[src/rtl/cp0_irq_ctrl.sv]
// cp0_irq_ctrl: coprocessor-0 exception/interrupt controller for the P7 core.
// Holds SR(12), Cause(13), EPC(14) and PRId(15). It raises Req for an enabled
// interrupt or a synchronous exception, and serves mfc0/mtc0/eret from M stage.
// Optional feature macro: CP0_BADVADDR_EN adds the BadAddr input and the
// read-only BadVAddr register (CP0 register 8).
module cp0_irq_ctrl #(
  parameter logic [31:0] PRID    = 32'h0000_0714,
  parameter logic [31:0] HANDLER = 32'h0000_4180
) (
  input  logic        clk,
  input  logic        reset,
  input  logic [4:0]  A1,
  input  logic [4:0]  A2,
  input  logic [31:0] Din,
  input  logic        WE,
  input  logic [31:0] PC,
  input  logic        BD,
  input  logic [4:0]  ExcCode,
  input  logic [5:0]  HWInt,
  input  logic        EXLClr,
`ifdef CP0_BADVADDR_EN
  input  logic [31:0] BadAddr,
`endif
  output logic [31:0] Dout,
  output logic        Req,
  output logic [31:0] EPCOut
);

  localparam logic [4:0] REG_BADVADDR = 5'd8;
  localparam logic [4:0] REG_SR       = 5'd12;
  localparam logic [4:0] REG_CAUSE    = 5'd13;
  localparam logic [4:0] REG_EPC      = 5'd14;
  localparam logic [4:0] REG_PRID     = 5'd15;

  localparam logic [4:0] EXC_ADEL = 5'd4;
  localparam logic [4:0] EXC_ADES = 5'd5;

  // The handler address is applied by the fetch logic; it must be word aligned.
  if (HANDLER[1:0] != 2'b00) begin : g_bad_handler
    $error("cp0_irq_ctrl: HANDLER must be word aligned");
  end

  // SR fields
  logic [5:0]  sr_im_q,  sr_im_d;
  logic        sr_exl_q, sr_exl_d;
  logic        sr_ie_q,  sr_ie_d;
  // Cause fields
  logic        cause_bd_q,  cause_bd_d;
  logic [5:0]  cause_ip_q,  cause_ip_d;
  logic [4:0]  cause_exc_q, cause_exc_d;
  // EPC keeps only the word address; the two low bits always read 0.
  logic [29:0] epc_q, epc_d;
`ifdef CP0_BADVADDR_EN
  logic [31:0] badvaddr_q, badvaddr_d;
`endif

  logic        int_req;
  logic        exc_req;
  logic        take_req;
  logic [4:0]  rec_code;
  logic [29:0] victim_word;
  logic        unused_pc_low;

  // Request generation; reset masks Req even if ExcCode is already non-zero.
  always_comb begin
    int_req  = sr_ie_q & ~sr_exl_q & (|(HWInt & sr_im_q));
    exc_req  = ~sr_exl_q & (ExcCode != 5'd0);
    take_req = ~reset & (int_req | exc_req);
    rec_code = int_req ? 5'd0 : ExcCode;
    // A delay-slot victim resumes at the branch, one word earlier (mod 2^32).
    victim_word = BD ? (PC[31:2] - 30'd1) : PC[31:2];
  end

  // The PC low bits never reach EPC; word alignment is implied.
  assign unused_pc_low = ^PC[1:0];

  assign Req    = take_req;
  assign EPCOut = {epc_q, 2'b00};

  // Combinational register read, no bypass of a same-cycle mtc0.
  always_comb begin
    Dout = 32'd0;
    case (A1)
      REG_SR:    Dout = {16'd0, sr_im_q, 8'd0, sr_exl_q, sr_ie_q};
      REG_CAUSE: Dout = {cause_bd_q, 15'd0, cause_ip_q, 3'd0, cause_exc_q, 2'b00};
      REG_EPC:   Dout = {epc_q, 2'b00};
      REG_PRID:  Dout = PRID;
`ifdef CP0_BADVADDR_EN
      REG_BADVADDR: Dout = badvaddr_q;
`endif
      default:   Dout = 32'd0;
    endcase
  end

  // Next-state: a taken request overrides mtc0 and eret; IP always samples HWInt.
  always_comb begin
    sr_im_d     = sr_im_q;
    sr_exl_d    = sr_exl_q;
    sr_ie_d     = sr_ie_q;
    cause_bd_d  = cause_bd_q;
    cause_exc_d = cause_exc_q;
    epc_d       = epc_q;
`ifdef CP0_BADVADDR_EN
    badvaddr_d  = badvaddr_q;
`endif
    cause_ip_d  = HWInt;

    if (take_req) begin
      sr_exl_d    = 1'b1;
      cause_bd_d  = BD;
      cause_exc_d = rec_code;
      epc_d       = victim_word;
`ifdef CP0_BADVADDR_EN
      if ((rec_code == EXC_ADEL) || (rec_code == EXC_ADES)) begin
        badvaddr_d = BadAddr;
      end
`endif
    end else begin
      if (WE && (A2 == REG_SR)) begin
        sr_im_d  = Din[15:10];
        sr_exl_d = Din[1];
        sr_ie_d  = Din[0];
      end
      if (WE && (A2 == REG_EPC)) begin
        epc_d = Din[31:2];
      end
      // eret wins over a same-cycle mtc0 for the EXL bit only.
      if (EXLClr) begin
        sr_exl_d = 1'b0;
      end
    end
  end

  // State registers, all cleared asynchronously.
  always_ff @(posedge clk or posedge reset) begin
    if (reset) begin
      sr_im_q     <= 6'd0;
      sr_exl_q    <= 1'b0;
      sr_ie_q     <= 1'b0;
      cause_bd_q  <= 1'b0;
      cause_ip_q  <= 6'd0;
      cause_exc_q <= 5'd0;
      epc_q       <= 30'd0;
`ifdef CP0_BADVADDR_EN
      badvaddr_q  <= 32'd0;
`endif
    end else begin
      sr_im_q     <= sr_im_d;
      sr_exl_q    <= sr_exl_d;
      sr_ie_q     <= sr_ie_d;
      cause_bd_q  <= cause_bd_d;
      cause_ip_q  <= cause_ip_d;
      cause_exc_q <= cause_exc_d;
      epc_q       <= epc_d;
`ifdef CP0_BADVADDR_EN
      badvaddr_q  <= badvaddr_d;
`endif
    end
  end

endmodule

[config.mk]
export PLATFORM = sky130hd
export DESIGN_NAME = cp0_irq_ctrl
export DESIGN_NICKNAME = d
export VERILOG_FILES = /design/src/rtl/cp0_irq_ctrl.sv
export SDC_FILE = /design/constraint.sdc
export NUM_CORES = 1
export LEC_CHECK = 0
export ABC_AREA = 0
export BUFFER_PORTS_ARGS = -buffer_cell sky130_fd_sc_hd__buf_2
export CELL_PAD_IN_SITES_DETAIL_PLACEMENT = 0
export CELL_PAD_IN_SITES_GLOBAL_PLACEMENT = 1
export CORE_ASPECT_RATIO = 1.5
export CORE_MARGIN = 10
export CORE_UTILIZATION = 37
export CTS_CLUSTER_SIZE = 12
export DETAILED_ROUTE_END_ITERATION = 12
export PLACE_DENSITY = 0.93
export REMOVE_ABC_BUFFERS = 1
export SETUP_SLACK_MARGIN = 0.1
export SLEW_MARGIN = 5
export SYNTH_ARGS = -nofsm -noshare
export SYNTH_HDL_FRONTEND = slang
export SYNTH_SLANG_ARGS = --single-unit
[constraint.sdc]
create_clock -name clk -period 3.1 [get_ports clk]
set_input_delay 0.62 -clock clk [delete_from_list [all_inputs] [get_ports clk]]
set_output_delay 0.62 -clock clk [all_outputs]
set_load 0.005 [all_outputs]
==> impl_metrics.csv, run 1 <==
group,metric,value,unit
setup_path,critical_path_class,"input pin to primary output",
die,fp.dieW,96.7,um
timing,hold_slack,0.454,ns
global_route,grt_overflow,0,
die,core_area,8520,um^2
cts,cts_resized,0,
timing,finalCriticalPeriod,2.50,ns
die,initial_utilization,0.383,
finish,area.sequential,1250,um^2
die,rows,41,
synthesis,synth_seq_cells,50,
power_and_ir_drop,p_leak,0.00214,uW
synthesis,synth-main-ff-cell,"dfrtp_1",
synthesis,syn_area_per_cell,9.51,um^2
finish,fill_cells,870,
timing,rsz0062_at_grt,"no",
timing,tightest_slew,1.05,ns
global_route,grt_pass1_vias,3296,
finish,multi_input_area,1900,um^2
cts,cts_inserted_buffers,5,
global_route,gr-usage-all-layers,0.153,
power_and_ir_drop,ir_drop,0.000262,V
die,pin_count,155,
place,place_area,4130,um^2
cts,post-cts-setup-buffers,0,
cts,clock_path_buffers,2,
route,drt.antenna.violating_nets,0,
setup_path,endpoint_kind,"primary output",
place,port_buffers,150,
route,drc,0,
timing,fin_setup_tns,0,ns
synthesis,synth_cell_types,46,
setup_path,crit_end,"Req",
synthesis,syn-cell-area,3260,um^2
finish,drive_above_1_share,0.425,
setup_path,timing.rr.end,"cause_exc_q[0]",
min_path,worstHoldStart,"HWInt[2]",
place,place_congestion,0.802,
synthesis,synthesis.instances,343,
finish,diodes,0,
setup_path,crit_start,"HWInt[1]",
timing,setup-violations-final,0,
cts,cts_root_buf,"clkbuf_16",
cts,cts_tree,"done",
flow_run,maxCapViolCount,0,
setup_path,cp-start-kind,"input pin",
timing,skew,0.00495,ns
outcome,outcome,"finished, final reports clean",
die,fp.dieH,135,um
die,fp.dieArea,13000,um^2
synthesis,synthArstFlopShare,1.00,
timing,slew_headroom,0.302,
setup_path,cp_max_fo,3,
setup_path,worstRegToRegCells,6,
cts,ctsHoldBuffers,0,
cts,htreeDepth,2,
power_and_ir_drop,total_power,1950,uW
synthesis,synth_edf_count,0,
timing,period_share,0.806,
cts,path_clk_slew,0.07,ns
min_path,hp-class,"input pin to flop",
timing,slew_viol_final,0,
timing,clock.fmax,0.400,GHz
finish,finalInstanceArea,4270,um^2
synthesis,yosysWarnings,0,
power_and_ir_drop,power_density,457,nW/um^2
route,drt_iter0_drc,87,
cts,cts.sinks,50,
route,wl_per_cell,17.2,um
global_route,antenna_found_initial,0,
setup_path,r2r_setup_slack,0.85,ns
finish,stdcell_count,599,
cts,clk_latency,0.29,ns
synthesis,ys_seq_area_frac,0.384,
route,drt_wl_total,10300,um
finish,area_growth_syn_to_layout,31.0,%
finish,num-nets-final,582,
global_route,grt_max_degree,51,
finish,mostFrequentLayoutCells,"buf_2 (150), dfrtp_1 (50), nand2_1 (39)",
route,vias,3083,
setup_path,worstPathRequired,2.48,ns
setup_path,critPathArrivalTime,1.88,ns
place,hpwl,8450,um
global_route,grt_pass1_wl,16700,um
route,vias_per_cell,5.15,
setup_path,worstReg2RegStart,"sr_im_q[1]",
timing,finalHoldViolCount,0,
finish,layout.cells.most_common,"buf_2",
route,firstDrtPassIters,4,
place,dp_cells,591,
kinds of logic (layout without fill, tap and decap cells):
| logic type | Yosys count | count (layout) | share of synthesized area |
|---|---|---|---|
| AO/OA/AOI/OAI | 59 | 59 | 0.114 |
| XOR/XNOR | 27 | 27 | 0.0725 |
| adder cells (fa/ha/maj) | 1 | 1 | 0.00384 |
| buffers and inverters | 24 | 172 | 0.0357 |
| flip-flops | 50 | 50 | 0.384 |
| multiplexers | 43 | 43 | 0.141 |
| other | 1 | 2 | 0.00115 |
| AND/OR/NAND/NOR | 138 | 138 | 0.249 |
cells in the mapped netlist, types with 2 or more instances:
library cell | n | area, um^2
a22oi_1 | 6 | 45.0
nor4_1 | 6 | 37.5
clkbuf_1 | 10 | 37.5
nor2_1 | 32 | 120
and4bb_2 | 3 | 37.5
nand4_2 | 2 | 25.0
nor4b_1 | 3 | 26.3
a21oi_1 | 7 | 35.0
nand4b_1 | 2 | 17.5
buf_4 | 4 | 30.0
mux2i_1 | 19 | 190
nor2b_1 | 3 | 18.8
inv_1 | 5 | 18.8
or3_1 | 3 | 18.8
o21ai_2 | 3 | 26.3
buf_2 | 3 | 15.0
o21ai_1 | 6 | 30.0
o21ai_0 | 24 | 120
nor3_1 | 10 | 50.1
mux2_2 | 24 | 270
nor4_4 | 3 | 63.8
or4_1 | 3 | 22.5
nand3_1 | 3 | 15.0
nand2_1 | 39 | 146
and2_1 | 16 | 100
nand3b_1 | 2 | 15.0
a22o_1 | 8 | 70.1
xnor2_1 | 21 | 184
nand2b_1 | 2 | 12.5
dfrtp_1 | 50 | 1250
xor2_1 | 6 | 52.6
metal layers:
layer	vias to the layer above	GRT usage	part of all wire
li1	1507	-	-
met1	1470	0.164	0.38
met2	98	0.285	0.54
met3	8	0.0475	0.064
met4	0	0.0313	0.011
met5	-	0	0
how the worst min path moves through the flow:
stage | end | depth (start not counted)
2_1_floorplan | cause_bd_q | 2
3_3_place_gp | cause_bd_q | 2
3_5_place_dp | cause_bd_q | 2
4_1_cts | cause_ip_q[4] | 1
5_1_grt | cause_ip_q[2] | 1
6_report | cause_ip_q[2] | 1
power by group:
group	switching [uW]	internal, uW	total (uW)
logic	258	271	529
registers	92.5	784	876
clock network	246	299	545
total	597	1350	1950
stage by stage:
stage                      util  setup WS, ns
after floorplan               -       -0.0749
after global placement    0.484         0.478
after detailed placement  0.484         0.451
after CTS                 0.502         0.558
after global routing      0.502         0.507
final                     0.502         0.602
state kept, by name, indices dropped and copies added (netlist names):
register / count
epc_q: 30
cause_ip_q: 6
sr_im_q: 6
cause_exc_q: 5
cause_bd_q: 1
sr_exl_q: 1
sr_ie_q: 1
area by class of cell:
type / instances / share of cell area
multi-input cells: 270 / 0.446
flip-flops and latches: 50 / 0.293
repair buffers: 159 / 0.192
well taps: 107 / 0.0313
clock buffers: 5 / 0.0293
clock inverters: 3 / 0.00498
inverters: 5 / 0.00439
worst max-delay path, stage by stage:
cell and delay, ns:
buf_2 0.10, a22o_1 0.25, o31ai_1 0.45, a211o_1 0.22, inv_1 0.09, buf_2 0.14
Note: power is estimated with default switching activity, not from simulation.
==> run 2: changes to the inputs <==
--- a/config.mk
+++ b/config.mk
@@ -11,10 +11,10 @@
 export CELL_PAD_IN_SITES_GLOBAL_PLACEMENT = 1
 export CORE_ASPECT_RATIO = 1.5
 export CORE_MARGIN = 10
-export CORE_UTILIZATION = 37
+export CORE_UTILIZATION = 34
 export CTS_CLUSTER_SIZE = 12
 export DETAILED_ROUTE_END_ITERATION = 12
-export PLACE_DENSITY = 0.93
+export PLACE_DENSITY = 0.87
 export REMOVE_ABC_BUFFERS = 1
 export SETUP_SLACK_MARGIN = 0.1
 export SLEW_MARGIN = 5
==> constraint.sdc (replaced) <==
create_clock -name clk -period 2.35 [get_ports clk]
set_input_delay 0.47 -clock clk [delete_from_list [all_inputs] [get_ports clk]]
set_output_delay 0.47 -clock clk [all_outputs]
set_load 0.005 [all_outputs]
==> run 2 against run 1 <==
Against the previous run: sequential share of layout area decreased by 0.79 points; global-route usage decreased by 0.43 points; worst setup slack got worse by 0.42 ns; non-clock buffer count increased by 9; count of clock-buffer cells in the layout increased by 1; cell count increased by 2.7%; critical endpoint unchanged; largest cell class unchanged.
==> impl_metrics.csv, run 2 (synthesized netlist as in run 1, its figures left out) <==
group,metric,value,unit
timing,finalCriticalPeriod,2.17,ns
die,core_area,9310,um^2
setup_path,cp-start-kind,"flop",
place,place_area,4210,um^2
die,fp.dieArea,14000,um^2
setup_path,critPathArrivalTime,1.70,ns
timing,layout_setup_ws,0.182,ns
setup_path,cp_max_fo,3,
die,rows,43,
cts,cts_resized,0,
setup_path,cpPeakStageDelay,0.40,ns
finish,fill_cells,929,
finish,finalInstanceArea,4390,um^2
place,dp_cells,605,
cts,cts.sinks,50,
setup_path,r2r_setup_slack,0.45,ns
place,hpwl,8770,um
min_path,hp-class,"input pin to async pin",
timing,rsz0062_at_grt,"no",
timing,setup-violations-final,0,
place,port_buffers,150,
setup_path,crit_start,"sr_im_q[1]",
setup_path,endpoint_kind,"primary output",
finish,mostFrequentLayoutCells,"buf_2 (150), dfrtp_1 (50), nand2_1 (39)",
cts,post-cts-setup-buffers,0,
setup_path,path_cells,"a22o_1, o31ai_2, buf_4, a211o_1, inv_1, buf_2",
timing,fin_setup_tns,0,ns
power_and_ir_drop,ir_drop,0.000307,V
setup_path,worstRegToRegCells,7,
global_route,gr-usage-all-layers,0.148,
finish,largest_register_ffs,30,
route,vias,3095,
timing,period_share,0.922,
global_route,grt_pass1_wl,16900,um
cts,cts_tree,"done",
global_route,antenna_found_initial,3,
power_and_ir_drop,p_leak,0.00219,uW
setup_path,timing.rr.end,"cause_exc_q[3]",
finish,utilization,0.472,
setup_path,worstReg2RegStart,"sr_im_q[1]",
finish,drive_above_1_share,0.437,
outcome,outcome,"finished, final reports clean",
timing,slew_viol_final,0,
die,fp.dieH,140,um
finish,num-nets-final,591,
timing,finalHoldViolCount,0,
global_route,grt_max_degree,28,
setup_path,cp_slowest_cell,"dfrtp_1",
die,fp.dieW,100,um
route,drc,0,
route,drt.antenna.violating_nets,0,
die,pin_count,155,
finish,layout.cells.most_common,"buf_2",
place,place_congestion,0.837,
setup_path,worstPathRequired,1.88,ns
route,drt_wl_total,10600,um
global_route,grt_overflow,0,
cts,clk_latency,0.29,ns
cts,clock_path_buffers,2,
timing,slew_headroom,0.589,
timing,clock.fmax,0.461,GHz
cts,ctsHoldBuffers,0,
timing,tightest_slew,0.610,ns
die,initial_utilization,0.350,
power_and_ir_drop,power_density,613,nW/um^2
route,vias_per_cell,5.03,
flow_run,maxCapViolCount,0,
cts,cts_root_buf,"clkbuf_16",
finish,reg_top3,"epc_q (30), cause_ip_q (6), sr_im_q (6)",
finish,regMostFlops,"epc_q",
route,wl_per_cell,17.2,um
route,firstDrtPassIters,6,
route,drt_iter0_drc,50,
cts,htreeDepth,2,
cts,path_clk_slew,0.07,ns
setup_path,critical_path_class,"flop to primary output",
place,pre_cts_slack,0.0905,ns
global_route,grt_pass1_vias,3352,
timing,skew,0.00576,ns
finish,stdcell_count,615,
cts,cts_inserted_buffers,5,
finish,area_growth_syn_to_layout,34.6,%
==> run 2: routing by layer <==
| metal | GRT usage | part of all wire |
|---|---|---|
| met4 | 0.0403 | 0.014 |
| met2 | 0.280 | 0.55 |
| met1 | 0.147 | 0.36 |
| met5 | 0 | 0.0012 |
| met3 | 0.0497 | 0.079 |
==> run 2: critical path, delay by kind of cell, from the launching register on <==
kind,cells,cell delay [ns]
AOI/OAI and AO/OA,3,0.64
buffers and inverters,3,0.37
DFF,1,0.40
==> run 2: cell type report <==
type	instances	area (um^2)	area share
Clock inverter	2	37.5	0.00855
Sequential cell	50	1250	0.285
Clock buffer	6	129	0.0294
Antenna cell	2	5.00	0.00114
Inverter	5	18.8	0.00427
Timing Repair Buffer	168	898	0.205
Multi-Input combinational cell	270	1910	0.435
Tap cell	112	140	0.0319
==> run 2: worst max path at each step <==
| stage | slack (ns) | end | cells after the start |
|---|---|---|---|
| 5_1_grt | 0.10 | Req | 6 |
| 3_3_place_gp | 0.12 | cause_exc_q[0] | 7 |
| 4_1_cts | 0.13 | Req | 6 |
| 2_1_floorplan | -0.52 | Req | 4 |
| 3_5_place_dp | 0.09 | cause_exc_q[4] | 7 |
| 6_report | 0.18 | Req | 6 |
==> run 2: stage by stage <==
| step | power (uW) | hold WS, ns |
|---|---|---|
| 4_1_cts | 2740 | 0.282 |
| 5_1_grt | 2870 | 0.293 |
| 3_3_place_gp | 1880 | 0.459 |
| 6_report | 2690 | 0.268 |
| 3_5_place_dp | 1900 | 0.475 |
| 2_1_floorplan | 1520 | 0.447 |
==> run 2: power breakdown <==
part	switching (uW)	internal, uW	total [uW]
sequential	125	1030	1160
combinational	343	372	715
clock	315	503	818
==> run 3: changes to the inputs <==
--- a/config.mk
+++ b/config.mk
@@ -11,10 +11,10 @@
 export CELL_PAD_IN_SITES_GLOBAL_PLACEMENT = 1
 export CORE_ASPECT_RATIO = 1.5
 export CORE_MARGIN = 10
-export CORE_UTILIZATION = 34
+export CORE_UTILIZATION = 30
 export CTS_CLUSTER_SIZE = 12
 export DETAILED_ROUTE_END_ITERATION = 12
-export PLACE_DENSITY = 0.87
+export PLACE_DENSITY = 0.79
 export REMOVE_ABC_BUFFERS = 1
 export SETUP_SLACK_MARGIN = 0.1
 export SLEW_MARGIN = 5
==> constraint.sdc (replaced) <==
create_clock -name clk -period 2.6 [get_ports clk]
set_input_delay 0.52 -clock clk [delete_from_list [all_inputs] [get_ports clk]]
set_output_delay 0.52 -clock clk [all_outputs]
set_load 0.005 [all_outputs]
==> run 3 against run 2 <==
Against the previous run: critical path depth stayed put; core utilization decreased by 5.7 points; critical endpoint unchanged; critical path type is now input pin to primary output; via count is 1.1% lower; clock skew up 0.0010 ns; sequential power shrank 9%; count of clock-buffer cells in the layout down 1; hold slack improved by 0.082 ns; die area increased by 11%; highest routed layer unchanged; clock power shrank 7.1%; sequential share of layout area about the same.
==> impl_metrics.csv, run 3 (synthesized netlist as in run 1, its figures left out) <==
group,metric,value,unit
finish,num-nets-final,588,
setup_path,cp_max_fo,3,
timing,slew_headroom,0.564,
place,hpwl,9050,um
global_route,grt_pass1_wl,17100,um
setup_path,cp-start-kind,"input pin",
timing,finalHoldViolCount,0,
global_route,grt_max_degree,51,
timing,tightest_slew,0.648,ns
flow_run,maxCapViolCount,0,
global_route,antenna_found_initial,2,
global_route,grt_pass1_vias,3278,
route,drt_wl_total,10900,um
cts,cts_tree,"done",
min_path,worstHoldStart,"HWInt[5]",
setup_path,crit_start,"ExcCode[1]",
timing,setup-violations-final,0,
route,firstDrtPassIters,4,
setup_path,critPathArrivalTime,1.79,ns
route,drt_iter0_drc,89,
setup_path,crit_top_cell,"buf_2",
timing,finalCriticalPeriod,2.31,ns
die,pin_count,155,
setup_path,worstPathRequired,2.08,ns
place,port_buffers,150,
cts,cts_resized,0,
die,fp.dieH,148,um
finish,regMostFlops,"epc_q",
timing,layout_setup_ws,0.294,ns
die,fp.dieW,105,um
finish,mostFrequentLayoutCells,"buf_2 (150), dfrtp_1 (50), nand2_1 (39)",
die,initial_utilization,0.308,
setup_path,path_cells,"buf_2, or4_1, nor2_1, a211o_1, inv_1, buf_2",
die,rows,46,
setup_path,cp_slowest_cell,"or4_1",
timing,clock.fmax,0.434,GHz
min_path,hp-class,"input pin to flop",
place,place_congestion,0.817,
cts,htreeDepth,2,
place,place_area,4220,um^2
global_route,grt.met2_usage,0.265,
route,vias_per_cell,4.76,
finish,drive_above_1_share,0.432,
die,core_area,10600,um^2
timing,skew,0.00676,ns
finish,finalInstanceArea,4390,um^2
cts,post-cts-setup-buffers,0,
timing,period_share,0.887,
cts,ctsHoldBuffers,0,
place,pre_cts_slack,0.187,ns
route,drc,0,
setup_path,critPathBufInv,3,
global_route,grt_overflow,0,
timing,slew_viol_final,0,
finish,largest_register_ffs,30,
global_route,met1_usage,0.132,
setup_path,critical_path_class,"input pin to primary output",
global_route,gr-usage-all-layers,0.137,
cts,path_clk_slew,0.07,ns
power_and_ir_drop,ir_drop,0.000228,V
power_and_ir_drop,power_density,559,nW/um^2
setup_path,endpoint_kind,"primary output",
die,fp.dieArea,15500,um^2
global_route,busiest_layer,"met2",
timing,rsz0062_at_grt,"no",
setup_path,worstReg2RegStart,"sr_im_q[5]",
global_route,use_met3,0.0457,
cts,clock_path_buffers,2,
finish,layout.cells.most_common,"buf_2",
cts,cts.sinks,50,
finish,area_growth_syn_to_layout,34.6,%
setup_path,cpPeakStageDelay,0.54,ns
route,vias,3060,
route,drt.antenna.violating_nets,0,
cts,cts_inserted_buffers,5,
setup_path,crit_family,"simple AND/OR/NAND/NOR gates",
route,wl_per_cell,17.0,um
power_and_ir_drop,p_leak,0.00218,uW
cts,clk_latency,0.29,ns
cts,cts_root_buf,"clkbuf_16",
outcome,outcome,"finished, final reports clean",
finish,reg_top3,"epc_q (30), cause_ip_q (6), sr_im_q (6)",
==> run 3: layer usage <==
metal	share of wire	vias up	routed length, um
met4	0.016	2	174
li1	-	1514	-
met2	0.55	87	6000
met1	0.37	1445	4040
met5	0.0012	-	13
met3	0.064	12	701
==> run 3: worst paths after layout <==
check / end / depth (start not counted) / slack, ns
worst max register to register: cause_exc_q[3] / 7 / 0.59
worst min-delay path: cause_ip_q[5] / 1 / 0.35
min in group asynchronous: epc_q[3] / 3 / 0.43
max in group asynchronous: epc_q[10] / 3 / 1.75
worst max-delay path: Req / 6 / 0.29
worst min register to register: cause_bd_q / 2 / 0.50
==> run 3: stage by stage <==
stage / hold WS [ns] / std cells / util / TNS, ns / power [uW]
3_5_place_dp: 0.480 / 634 / 0.398 / 0 / 1720
3_3_place_gp: 0.462 / 634 / 0.398 / 0 / 1700
5_1_grt: 0.337 / 642 / 0.414 / 0 / 2610
2_1_floorplan: 0.447 / 325 / - / -3.03 / 1370
4_1_cts: 0.340 / 642 / 0.414 / 0 / 2490
6_report: 0.350 / 643 / 0.414 / 0 / 2450
==> run 3: area by class of cell <==
type | count | area [um^2]
flip-flops and latches | 50 | 1250
clock inverters | 3 | 45.0
inverters | 5 | 18.8
well taps | 144 | 180
clock buffers | 5 | 125
multi-input cells | 270 | 1900
fillers | 1133 | 6200
repair buffers | 165 | 863
diodes | 1 | 2.50
==> run 3: power by group <==
part           switching [uW]  internal [uW]  total [uW]  leakage (uW)
clock                     305            454         760     0.0000760
sequential                112            934        1050      0.000614
combinational             316            332         648       0.00149
total                     733           1720        2450       0.00218
